`src/rtl/alu_pkg.sv`:
```
// Shared ALU definitions: ALUControl codes, stage occupancy states, default width.
// Imported by the execute stage, its ALU core and the control unit's ALU decoder.
package alu_pkg;

    localparam int ALU_WIDTH = 32;

    localparam logic [2:0] ALU_ADD = 3'b000;
    localparam logic [2:0] ALU_SUB = 3'b001;
    localparam logic [2:0] ALU_AND = 3'b010;
    localparam logic [2:0] ALU_OR  = 3'b011;
    localparam logic [2:0] ALU_SLT = 3'b101;

    typedef enum logic [1:0] {
        ST_EMPTY = 2'd0,
        ST_ONE   = 2'd1,
        ST_FULL  = 2'd2
    } occ_e;

endpackage

```
`src/rtl/alu_exec_stage_if.sv`:
```
// Valid/ready operation and result bundle of the ALU execute stage.
// Overflow exists only when ALU_EXEC_OVERFLOW_EN is defined.
interface alu_exec_stage_if
    import alu_pkg::*;
#(
    parameter int WIDTH = ALU_WIDTH
) ();

    logic             in_valid;
    logic             in_ready;
    logic [2:0]       ALUControl;
    logic [WIDTH-1:0] SrcA;
    logic [WIDTH-1:0] SrcB;
    logic             out_valid;
    logic             out_ready;
    logic [WIDTH-1:0] ALUResult;
    logic             Zero;
    logic             Illegal;
`ifdef ALU_EXEC_OVERFLOW_EN
    logic             Overflow;
`endif

    modport master (
        output in_valid,
        input  in_ready,
        output ALUControl,
        output SrcA,
        output SrcB,
        input  out_valid,
        output out_ready,
        input  ALUResult,
        input  Zero,
`ifdef ALU_EXEC_OVERFLOW_EN
        input  Overflow,
`endif
        input  Illegal
    );

    modport slave (
        input  in_valid,
        output in_ready,
        input  ALUControl,
        input  SrcA,
        input  SrcB,
        output out_valid,
        input  out_ready,
        output ALUResult,
        output Zero,
`ifdef ALU_EXEC_OVERFLOW_EN
        output Overflow,
`endif
        output Illegal
    );

endinterface

```
`src/rtl/alu_exec_stage_core.sv`:
```
// Combinational ALU: ADD/SUB/AND/OR/SLT with zero and illegal-code flags.
// Signed overflow output is built only with ALU_EXEC_OVERFLOW_EN.
module alu_core
    import alu_pkg::*;
#(
    parameter int WIDTH = ALU_WIDTH
) (
    input  logic [2:0]       alu_control,
    input  logic [WIDTH-1:0] a,
    input  logic [WIDTH-1:0] b,
    output logic [WIDTH-1:0] result,
    output logic             zero,
    output logic             illegal
`ifdef ALU_EXEC_OVERFLOW_EN
    ,
    output logic             overflow
`endif
);

    logic [WIDTH-1:0] sum;
    logic [WIDTH-1:0] diff;
    logic             sub_ovf;
    logic             lt;

    assign sum  = a + b;
    assign diff = a - b;

    // SLT must correct the difference sign when the subtraction overflows
    assign sub_ovf = (a[WIDTH-1] != b[WIDTH-1]) &&
                     (diff[WIDTH-1] != a[WIDTH-1]);
    assign lt      = diff[WIDTH-1] ^ sub_ovf;

    always_comb begin
        result  = '0;
        illegal = 1'b0;
        case (alu_control)
            ALU_ADD: result = sum;
            ALU_SUB: result = diff;
            ALU_AND: result = a & b;
            ALU_OR:  result = a | b;
            ALU_SLT: result = {{(WIDTH-1){1'b0}}, lt};
            default: illegal = 1'b1;
        endcase
    end

    assign zero = (result == '0);

`ifdef ALU_EXEC_OVERFLOW_EN
    logic add_ovf;

    assign add_ovf = (a[WIDTH-1] == b[WIDTH-1]) &&
                     (sum[WIDTH-1] != a[WIDTH-1]);

    always_comb begin
        overflow = 1'b0;
        if (alu_control == ALU_ADD) begin
            overflow = add_ovf;
        end else if (alu_control == ALU_SUB) begin
            overflow = sub_ovf;
        end
    end
`endif

endmodule

```
`src/rtl/alu_exec_stage.sv`:
```
// Registered execute-stage ALU with a 2-entry skid buffer (main + skid).
// Optional Overflow output: define ALU_EXEC_OVERFLOW_EN.
module alu_exec_stage
    import alu_pkg::*;
#(
    parameter int WIDTH = ALU_WIDTH
) (
    input  logic            clk,
    input  logic            reset,
    alu_exec_stage_if.slave bus
);

`ifdef ALU_EXEC_OVERFLOW_EN
    localparam int PW = WIDTH + 3;
`else
    localparam int PW = WIDTH + 2;
`endif

    logic [WIDTH-1:0] core_res;
    logic             core_zero;
    logic             core_ill;
    logic [PW-1:0]    core_pkt;

    logic [PW-1:0]    m_d;
    logic [PW-1:0]    m_q;
    logic [PW-1:0]    s_d;
    logic [PW-1:0]    s_q;
    occ_e             state_d;
    occ_e             state_q;

    logic             accept;
    logic             drain;

`ifdef ALU_EXEC_OVERFLOW_EN
    logic             core_ovf;

    alu_core #(.WIDTH(WIDTH)) u_core (
        .alu_control (bus.ALUControl),
        .a           (bus.SrcA),
        .b           (bus.SrcB),
        .result      (core_res),
        .zero        (core_zero),
        .illegal     (core_ill),
        .overflow    (core_ovf)
    );

    assign core_pkt     = {core_ovf, core_ill, core_zero, core_res};
    assign bus.Overflow = m_q[WIDTH+2];
`else
    alu_core #(.WIDTH(WIDTH)) u_core (
        .alu_control (bus.ALUControl),
        .a           (bus.SrcA),
        .b           (bus.SrcB),
        .result      (core_res),
        .zero        (core_zero),
        .illegal     (core_ill)
    );

    assign core_pkt = {core_ill, core_zero, core_res};
`endif

    // in_ready comes from registered occupancy only, never from out_ready
    assign bus.in_ready  = ~reset & (state_q != ST_FULL);
    assign bus.out_valid = (state_q != ST_EMPTY);
    assign bus.ALUResult = m_q[WIDTH-1:0];
    assign bus.Zero      = m_q[WIDTH];
    assign bus.Illegal   = m_q[WIDTH+1];

    assign accept = bus.in_valid & bus.in_ready;
    assign drain  = bus.out_valid & bus.out_ready;

    always_comb begin
        state_d = state_q;
        m_d     = m_q;
        s_d     = s_q;
        case (state_q)
            ST_EMPTY: begin
                if (accept) begin
                    m_d     = core_pkt;
                    state_d = ST_ONE;
                end
            end
            ST_ONE: begin
                if (accept && drain) begin
                    m_d = core_pkt;
                end else if (accept) begin
                    s_d     = core_pkt;
                    state_d = ST_FULL;
                end else if (drain) begin
                    state_d = ST_EMPTY;
                end
            end
            ST_FULL: begin
                if (drain) begin
                    m_d     = s_q;
                    state_d = ST_ONE;
                end
            end
            default: state_d = ST_EMPTY;
        endcase
    end

    always_ff @(posedge clk) begin
        if (reset) begin
            state_q <= ST_EMPTY;
            m_q     <= '0;
            s_q     <= '0;
        end else begin
            state_q <= state_d;
            m_q     <= m_d;
            s_q     <= s_d;
        end
    end

endmodule

```
`src/flat_wrapper.sv`:
```
// flat-port wrapper written by rule: the top's interface ports become plain ports
module alu_exec_stage_flat import alu_pkg::*;
#(
    parameter int WIDTH = ALU_WIDTH
)
  (clk, reset, bus_in_valid, bus_in_ready, bus_ALUControl, bus_SrcA, bus_SrcB, bus_out_valid, bus_out_ready, bus_ALUResult, bus_Zero, bus_Illegal);
  alu_exec_stage_if #(.WIDTH(WIDTH)) bus_i ();
  input  logic clk;
  input  logic reset;
  input wire logic [$bits(bus_i.in_valid)-1:0] bus_in_valid;
  output wire logic [$bits(bus_i.in_ready)-1:0] bus_in_ready;
  input wire logic [$bits(bus_i.ALUControl)-1:0] bus_ALUControl;
  input wire logic [$bits(bus_i.SrcA)-1:0] bus_SrcA;
  input wire logic [$bits(bus_i.SrcB)-1:0] bus_SrcB;
  output wire logic [$bits(bus_i.out_valid)-1:0] bus_out_valid;
  input wire logic [$bits(bus_i.out_ready)-1:0] bus_out_ready;
  output wire logic [$bits(bus_i.ALUResult)-1:0] bus_ALUResult;
  output wire logic [$bits(bus_i.Zero)-1:0] bus_Zero;
  output wire logic [$bits(bus_i.Illegal)-1:0] bus_Illegal;
  assign bus_i.in_valid = bus_in_valid;
  assign bus_in_ready = bus_i.in_ready;
  assign bus_i.ALUControl = bus_ALUControl;
  assign bus_i.SrcA = bus_SrcA;
  assign bus_i.SrcB = bus_SrcB;
  assign bus_out_valid = bus_i.out_valid;
  assign bus_i.out_ready = bus_out_ready;
  assign bus_ALUResult = bus_i.ALUResult;
  assign bus_Zero = bus_i.Zero;
  assign bus_Illegal = bus_i.Illegal;
  alu_exec_stage #(.WIDTH(WIDTH)) u_core (.clk(clk), .reset(reset), .bus(bus_i));
endmodule
```
`config.mk`:
```
export PLATFORM = sky130hd
export DESIGN_NAME = alu_exec_stage_flat
export DESIGN_NICKNAME = d
export VERILOG_FILES = /design/src/rtl/alu_pkg.sv /design/src/rtl/alu_exec_stage_if.sv /design/src/rtl/alu_exec_stage_core.sv /design/src/rtl/alu_exec_stage.sv /design/src/flat_wrapper.sv
export SDC_FILE = /design/constraint.sdc
export NUM_CORES = 1
export LEC_CHECK = 0
export BUFFER_PORTS_ARGS = -buffer_cell sky130_fd_sc_hd__clkbuf_2
export CAP_MARGIN = 20
export CORE_MARGIN = 2
export CORE_UTILIZATION = 23
export CTS_CLUSTER_DIAMETER = 80
export DETAILED_ROUTE_END_ITERATION = 10
export GPL_TIMING_DRIVEN = 0
export PLACE_DENSITY_LB_ADDON = 0.15
export SLEW_MARGIN = 20
export SYNTH_ARGS = -nofsm -noshare
export SYNTH_HDL_FRONTEND = slang
export SYNTH_SLANG_ARGS = --single-unit
```
`constraint.sdc`:
```
create_clock -name clk -period 9.55 [get_ports clk]
set_input_delay 0 -clock clk [delete_from_list [all_inputs] [get_ports clk]]
set_output_delay 0 -clock clk [all_outputs]
set_load 0.02 [all_outputs]
```
==> results.txt, run 1 <==
The flow ran to the end, and the final reports show no timing, DRC or antenna violations. The portion of the clock cycle consumed by the worst path in the final layout is 61.0%. The proportion of netlist area held by the largest area contributor works out to 17.6%. Across the routed clock network, the largest skew measured is 7.24 ps. During I/O placement, the number of pins put on the boundary was 107.

Synthesis instantiated 81 different standard cells from the library. For this configuration, the core starts out at a cell density of 23.2%. In this run, the clock network consumes 34.0% of the power.

The wire-length estimate of the detail-placed layout is 26.7 mm. Category of the critical setup timing path: in -> reg. After the flow finishes, the layout carries non-filler instances totaling 1,738. The sink count of the clock tree is 70, and the highest net fanout along the worst path is 10. The number of cells on the critical path was 25; the post-synth net total was 1,336. The net switching power was 425 uW; the global route total overflow was 0.

Across all layers, the routed design uses 8,732 vias. The logs give 5 for the iteration count of the initial detailed-routing pass and 8,517 for the via count of the first global-routing pass. Summing the areas of all and, or, nand and nor instances in the mapped netlist gives 24.3% of the synthesized area.

The H-tree was split into 3 levels. Of all cell types, the one taking the most synthesized area is dfxtp_1. Derived from the worst setup path, the maximum achievable clock frequency is 172 MHz.

The final number of setup-violating endpoints came out at 0. Classification of the worst-slack hold path: in -> reg. The die covers 0.0362 mm2.

Counting every instance in the synthesized netlist gives 1,164. The sum of routed wire length over all layers is 32.9 mm. The area growth from synthesis to layout is 17.9%. STA classifies the critical path startpoint as an input pin. The clock reaches the later pin of the worst-skew pair after 330 ps. Endpoint class of the critical path: a register. For this design, the slowest cell found on the critical path is or4_1. The post-route minimum period was 5830 ps. Entering global routing, the biggest net connects 12 pins.

Multiplexer cells account for 1.27% of the synthesized area. The number of antenna diodes was 0. The tools report the cell chosen for the clock root as clkbuf_16.

The maximum root-to-sink buffer count is 2, and the portion of total power attributed to sequential cells is 27.3%. For the final routed database, the setup TNS stands at 0 ps. In this run the post-CTS setup repair buffer count came out at 0. The max capacitance violation total came out at 0. Clock-pin slew was measured on the worst setup and hold paths at 60 ps.

The worst max-slew margin expressed relative to the limit was 20.4%. The synthesized netlist devotes 30.1% of its cell area to compound gates. The final routed wire length divided by cell count was 18.9 um. The data required time of the worst path was 9800 ps. Cell internal power was estimated by the tool at 711 uW.

Number of failing hold endpoints at the final stage: 0. For the placeable core area, the log shows 0.0344 mm2. The share of flip-flops with an asynchronous set or reset after synthesis was 0%; the global-route wire length before repair was 50.6 mm. For this run, the number of Yosys warnings is 0. Kind of cell adding the most delay to the critical path: simple AND/OR/NAND/NOR gates. Number of synthesized register bits: 70. Data on the critical path arrives at its endpoint at 6070 ps. For the filler cell count in the final layout, the log shows 3,916.

At the pin with the least slew margin, the transition time is 1190 ps. The critical path buffer and inverter count is 3. The detail route stage leaves a number of antenna-violating nets equal to 0.

The largest voltage drop on the vdd net came out at 69.8 uV. Counting flops with a built-in enable in the synthesized netlist gives 0. By area, the combinational part of the netlist is dominated by compound AO/OA/AOI/OAI gates. The height of the die came out at 190 um.

Per report_power, the combinational group accounts for 38.7% of the total. The largest stage delay on the critical path is 600 ps, and the global router's overall resource usage is 18.0%. The logs give 0 for the quantity of gates resized following cts and 0.00798 mm2 for the post-synthesis instance area. In this run the mean area of a mapped cell was 6.85 um2.

The logs give 0 for the final count of pins violating max slew and 0 for the initial antenna violation count. At the end of routability-driven placement, the weighted congestion stood at 0.939. The number of design rule violations left after detail routing was 0.

The tools report the cell row count as 68. The number of port buffers came out at 104. The switching part of the total came out at 37.4%. Setup repair after global routing left no endpoint under its margin. The initial detailed-routing violation count was 619. The hold buffer count at CTS was 0; the total instance count after detailed placement was 1,723. The depth of the worst register-to-register path was 8; the number of nets in the layout was 1,451. The leakage power came out at 0.00407 uW. The xor/xnor cell area share of the yosys netlist is 2.20%. The ratio of total power to cell area was 121 mW/mm2. TritonCTS built the clock tree. The adder and majority cell fraction of the synthesized area came out at 16.1%.

The worst hold path depth is 4, and the average vias per placed instance is 5.02. The floorplan step set the die width to 190 um. Sequential elements use 17.6% of the synthesized area. The proportion of layout cells with a drive suffix above 1 works out to 11.8%. In the post-synthesis netlist, the biggest area contributors are dfxtp_1, ha_1, nor2_1. The flip-flop cell with the highest count after synthesis was dfxtp_1.

Clock tree synthesis inserted a total of 9 buffers.
-- state kept, by name (all words and copies together), names as in the netlist --
signal          cells
u_core.s_q         34
u_core.m_q         34
u_core.state_q      2
-- worst reg2reg max path: stages (launching register included) --
cell and delay (ps):
dfxtp_1 300, clkbuf_1 300, nor3b_1 100, a31oi_1 330
clkbuf_1 470, clkbuf_1 500, a21oi_1 170, a21oi_1 160
nor2_1 50
-- kinds of logic after synthesis --
family                     after synthesis
and+or+nand+nor                        427
xor gates and xnor gates                20
AOI/OAI and AO/OA                      362
muxes                                   10
adders and majority gates              101
buffers and inverters                  174
DFF                                     70
-- path summary, 6_finish.rpt --
| check | start | to | slack [ps] |
|---|---|---|---|
| setup reg to reg | u_core.state_q[1] | u_core.m_q[33] | 7050 |
| hold reg to reg | u_core.m_q[27] | u_core.m_q[27] | 450 |
| setup / recovery | bus_SrcB[14] | u_core.m_q[32] | 3720 |
| hold / removal | bus_out_ready | u_core.state_q[1] | 50 |
-- cells in the final DEF (no fill, tap or decap), drive strengths merged, types with 14 or more instances in the layout --
cell / synthesis / final
ha: 98 / 98
clkbuf: 60 / 175
xnor2: 16 / 16
dfxtp: 70 / 70
a21oi: 124 / 124
a211oi: 57 / 57
buf: 14 / 14
nor4: 17 / 17
o21ai: 55 / 55
nand3: 17 / 17
nor2: 211 / 211
inv: 99 / 99
nor3: 32 / 32
nand2: 84 / 84
-- metal layers --
metal  up-vias  part of all wire (%)  track usage [%]
met5         -                     0                0
met2       235                    45             29.5
met3        23                   4.2             1.73
li1       4328                     -                -
met1      4146                    49             25.5
met4         0                   1.2             3.52
-- through the flow --
stage	setup WS [ps]	util (%)	hold slack, ps	area [um2]	total power (uW)
after detailed placement	3540	26.4	370	9070	751
after CTS	3850	27.4	18.8	9410	1140
after global routing	3410	27.4	43.6	9410	1200
after global placement	3510	26.4	370	9070	750
after floorplan	5070	-	183	7980	605
final	3720	27.4	46.9	9410	1140
-- synthesized netlist by cell type, types with 9 or more instances --
cell type and number:
clkbuf_1 60, o31ai_1 10, nor4_1 14, a21oi_1 122, o21ai_0 52, o22ai_1 12
nand3_1 17, nand2_1 84, ha_1 98, nor3_1 32, inv_1 97, nor2_1 211
o211ai_1 9, mux2i_1 9, xnor2_1 16, a31oi_1 12, a211oi_1 56, nor2b_1 13
nand4_1 9, dfxtp_1 70, nand2b_1 12
-- layout make-up --
cell class	instances	area (um2)	share of cell area (%)
multi-input combinational	920	5900	62.8
sequential	70	1400	14.9
tap	455	569	6.05
timing repair buffer	104	520	5.53
inverter	100	375	3.99
buffer	74	299	3.18
clock buffer	11	243	2.58
clock inverter	4	95.1	1.01
-- power by group through the flow --
stage	registers (uW)	clock network, uW	logic, uW
global placement	316	0	434
CTS	310	396	436
floorplan	324	0	281
global route	311	406	485
detailed placement	316	0	435
finish	310	386	440
(Power assumes the default switching activity.)
==> inputs of run 2 (changes only) <==
clock period = 5.5 ns   (was 9.55 ns; I/O delays follow)
==> run 2 against run 1 <==
  * Worst setup slack worse by 3400 ps
  * Global-route usage about the same
  * First-iteration DRC count increased by 0.81%
  * Critical path depth is the same
  * Utilization rose by 0.18 points
  * Combinational power grew 76%
  * Non-clock buffer count down 1
  * Sequential cell count unchanged
  * Hold slack got worse by 11 ps
  * Die area unchanged
  * Clock skew grew 0.92 ps
  * Sequential share of layout area down 0.096 points
  * Highest routed layer unchanged
==> results.txt, run 2 (synthesis results as in run 1) <==
The tools report the initial detailed-routing violation count as 624 (+0.81%). The number of nets in the layout was 1,450 (-0.069%); the net switching power was 745 uW (+75%). The floorplan die width is 190 um (unchanged), and the number of failing hold endpoints at the final stage is 0 (unchanged).

The via count of the first global-routing pass was 8,510 (-0.082%); the boundary pin count was 107 (unchanged). The portion of total power attributed to sequential cells came out at 27.2% (about the same). The tools report the met2 usage in global routing as 29.6% (+0.084 points). The number of routed nets with antenna violations came out at 0 (unchanged).

TritonCTS built the clock tree. Most common library cell in the layout ignoring fill and taps: nor2_1. The worst max-slew margin expressed relative to the limit was 12.3% (-8.1 points); the global-route wire length before repair was 50.6 mm (+0.15%). The tools report the cell chosen for the clock root as clkbuf_16. The top cell types in the final layout, fill and taps aside, are nor2_1, a21oi_1, clkbuf_2. The worst register-to-register path begins at u_core.state_q[1]. For the iteration count of the initial detailed-routing pass, the log shows 5 (unchanged).

In this run the worst setup path begins at bus_SrcB[9]. The maximum clock skew at final layout is 8.16 ps (+0.921 ps). The tools report the data arrival time at the worst-slack endpoint as 5400 ps (-670 ps).

The run finished with clean final reports. The average vias per placed instance came out at 5.03 (about the same). The ratio of total power to cell area is 209 mW/mm2 (+73%), and the clock-pin slew on the worst setup and hold paths is 60 ps (about the same). The pin count of the biggest net entering global routing was 12 (unchanged); the number of buffers created by CTS was 9 (unchanged).

For the final count of pins violating max slew, the log shows 0 (unchanged). The largest registers in the layout are u_core.m_q (34), u_core.s_q (34), u_core.state_q (2). The startpoint identified for the worst hold timing path is bus_out_ready.

The final routed wire length divided by cell count came out at 18.9 um (about the same). In this run the worst hold path is classified as in -> reg. The logs give 1.73% (unchanged) for the global-route track usage on met3 and 0.00907 mm2 (unchanged) for the cell area after placement. Floorplan die area: 0.0362 mm2 (unchanged). The pre-CTS setup slack is -508 ps (-4050 ps), and the clock network power share is 33.8% (-0.2 points).

The number of levels the H-tree was split into is 3 (unchanged), and the cell row count is 68 (unchanged). The max capacitance violation total is 0 (unchanged), and the post-layout utilization of the core is 27.5% (+0.18 points). Setup repair after global routing left no endpoint under its margin.

For the placeable core area, the log shows 0.0344 mm2 (unchanged). For the sum of routed wire length over all layers, the log shows 32.9 mm (about the same). The area growth from synthesis to layout is 18.7%. By startpoint and endpoint, the worst setup path is classified as in -> reg.

The endpoint class of the critical path is a register. The height of the die was 190 um (unchanged); the switching part of the total was 37.6% (+0.14 points). The proportion of layout cells with a drive suffix above 1 was 12.3% (+0.56 points). The internal power contribution is 1240 uW (+74%). The transition time of the tightest slew-check pin is 1310 ps (+121 ps), and the number of port buffers is 104 (unchanged). The worst setup path is launched from an input pin. The tools report the number of standard cells in the final layout excluding fillers as 1,737 (-0.058%). The run gives 348 ps (-3380 ps) as the slack of the critical path. Layer with the highest usage: met2. For the maximum root-to-sink buffer count, the log shows 2 (unchanged). The tools report the initial antenna violation count as 0 (unchanged). The number of design rule violations left after detail routing came out at 0 (unchanged). Final number of setup-violating endpoints: 0 (unchanged). The leakage power was 0.00409 uW (+0.29%). The HPWL reported at the end of detailed placement is 26.7 mm (unchanged). The global router's overall resource usage is 18.0% (+0.027 points), and the final weighted congestion of routability-driven global placement is 0.939 (unchanged). The via count is 8,733 (+0.011%), and the data required time of the worst path is 5750 ps (-4050 ps). The global route total overflow was 0 (unchanged).

Largest voltage drop on the vdd net: 122 uV (+75%). The number of antenna diodes came out at 0 (unchanged). The global-route track usage on met1 was 25.6% (+0.078 points); the worst hold slack across all endpoints was 35.8 ps (-11.1 ps). Latest clock arrival within the worst-skew pair: 340 ps (about the same). Total instance count after detailed placement: 1,723 (unchanged). The sink count of the clock tree was 70 (unchanged).

The highest net fanout along the worst path works out to 10 (unchanged). The number of buffers inserted by post-CTS setup repair is 0 (unchanged), and the portion of the clock cycle consumed by the worst path in the final layout is 93.7%. The part of the power in combinational logic is 39.0% (+0.3 points), and the post-route minimum period is 5150 ps. The effective utilization at floorplan was 23.2% (unchanged); the fmax was 194 MHz. For the final instance area, the log shows 0.00947 mm2 (+0.65%).
==> run 2: changes by cell type in the layout (fill, tap and decap cells not counted), sizes merged <==
cell	previous run	this run
clkbuf	175	174
==> run 2: worst paths after layout <==
| check | endpoint | slack (ps) | depth (start not counted) |
|---|---|---|---|
| hold / removal | u_core.state_q[1] | 40 | 4 |
| setup / recovery | u_core.m_q[32] | 350 | 25 |
| hold reg to reg | u_core.m_q[27] | 450 | 2 |
| setup reg to reg | u_core.m_q[33] | 3010 | 8 |
==> run 2: metrics by stage <==
stage	TNS (ps)	power [uW]
2_1_floorplan	0	1050
3_3_place_gp	-952	1300
3_5_place_dp	-861	1300
4_1_cts	0	1990
5_1_grt	0	2100
6_report	0	1980
==> run 2: critical path, cell delays in order <==
cell and delay, ps:
clkbuf_2 90, inv_1 60, ha_1 330, buf_2 210, nor4_2 300, nand2_1 100, a211oi_2 190, a211oi_2 150
nor2_2 190, o22ai_1 190, o21ai_0 210, a21oi_1 90, o21bai_1 230, a21oi_1 140, fa_1 410, and4b_1 240
a221oi_4 250, nor3b_2 230, nand3_1 150, nor4_4 190, nand4b_1 120, or4_1 620, nor4_4 320, nand3_1 140
a221oi_2 220
==> run 2: power groups by stage <==
stage / registers (uW) / logic [uW] / clock network, uW
6_report: 538 / 773 / 670
5_1_grt: 540 / 852 / 705
2_1_floorplan: 563 / 487 / 0
4_1_cts: 538 / 759 / 688
3_3_place_gp: 549 / 754 / 0
3_5_place_dp: 550 / 755 / 0
==> run 2: area by class of cell <==
cell class	count	area, um2
Clock inverter	4	95.1
Multi-Input combinational cell	920	5970
Fill cell	3911	24900
Buffer	73	295
Timing Repair Buffer	104	520
Clock buffer	11	243
Tap cell	455	569
Inverter	100	375
Sequential cell	70	1400
==> run 2: per-layer routing <==
layer | vias up | wire [um]
met3 | 21 | 1330
met4 | 0 | 377
met1 | 4172 | 16100
li1 | 4321 | -
met2 | 219 | 15000
met5 | - | 0
==> run 2: repair_timing <==
| action | in CTS | in global routing |
|---|---|---|
| pin swaps | 0 | 1 |
| gates resized for setup | 2 | 8 |
| hold buffers | 0 | 0 |
| setup endpoints to repair | 2 | 2 |
| gates cloned | 0 | 0 |
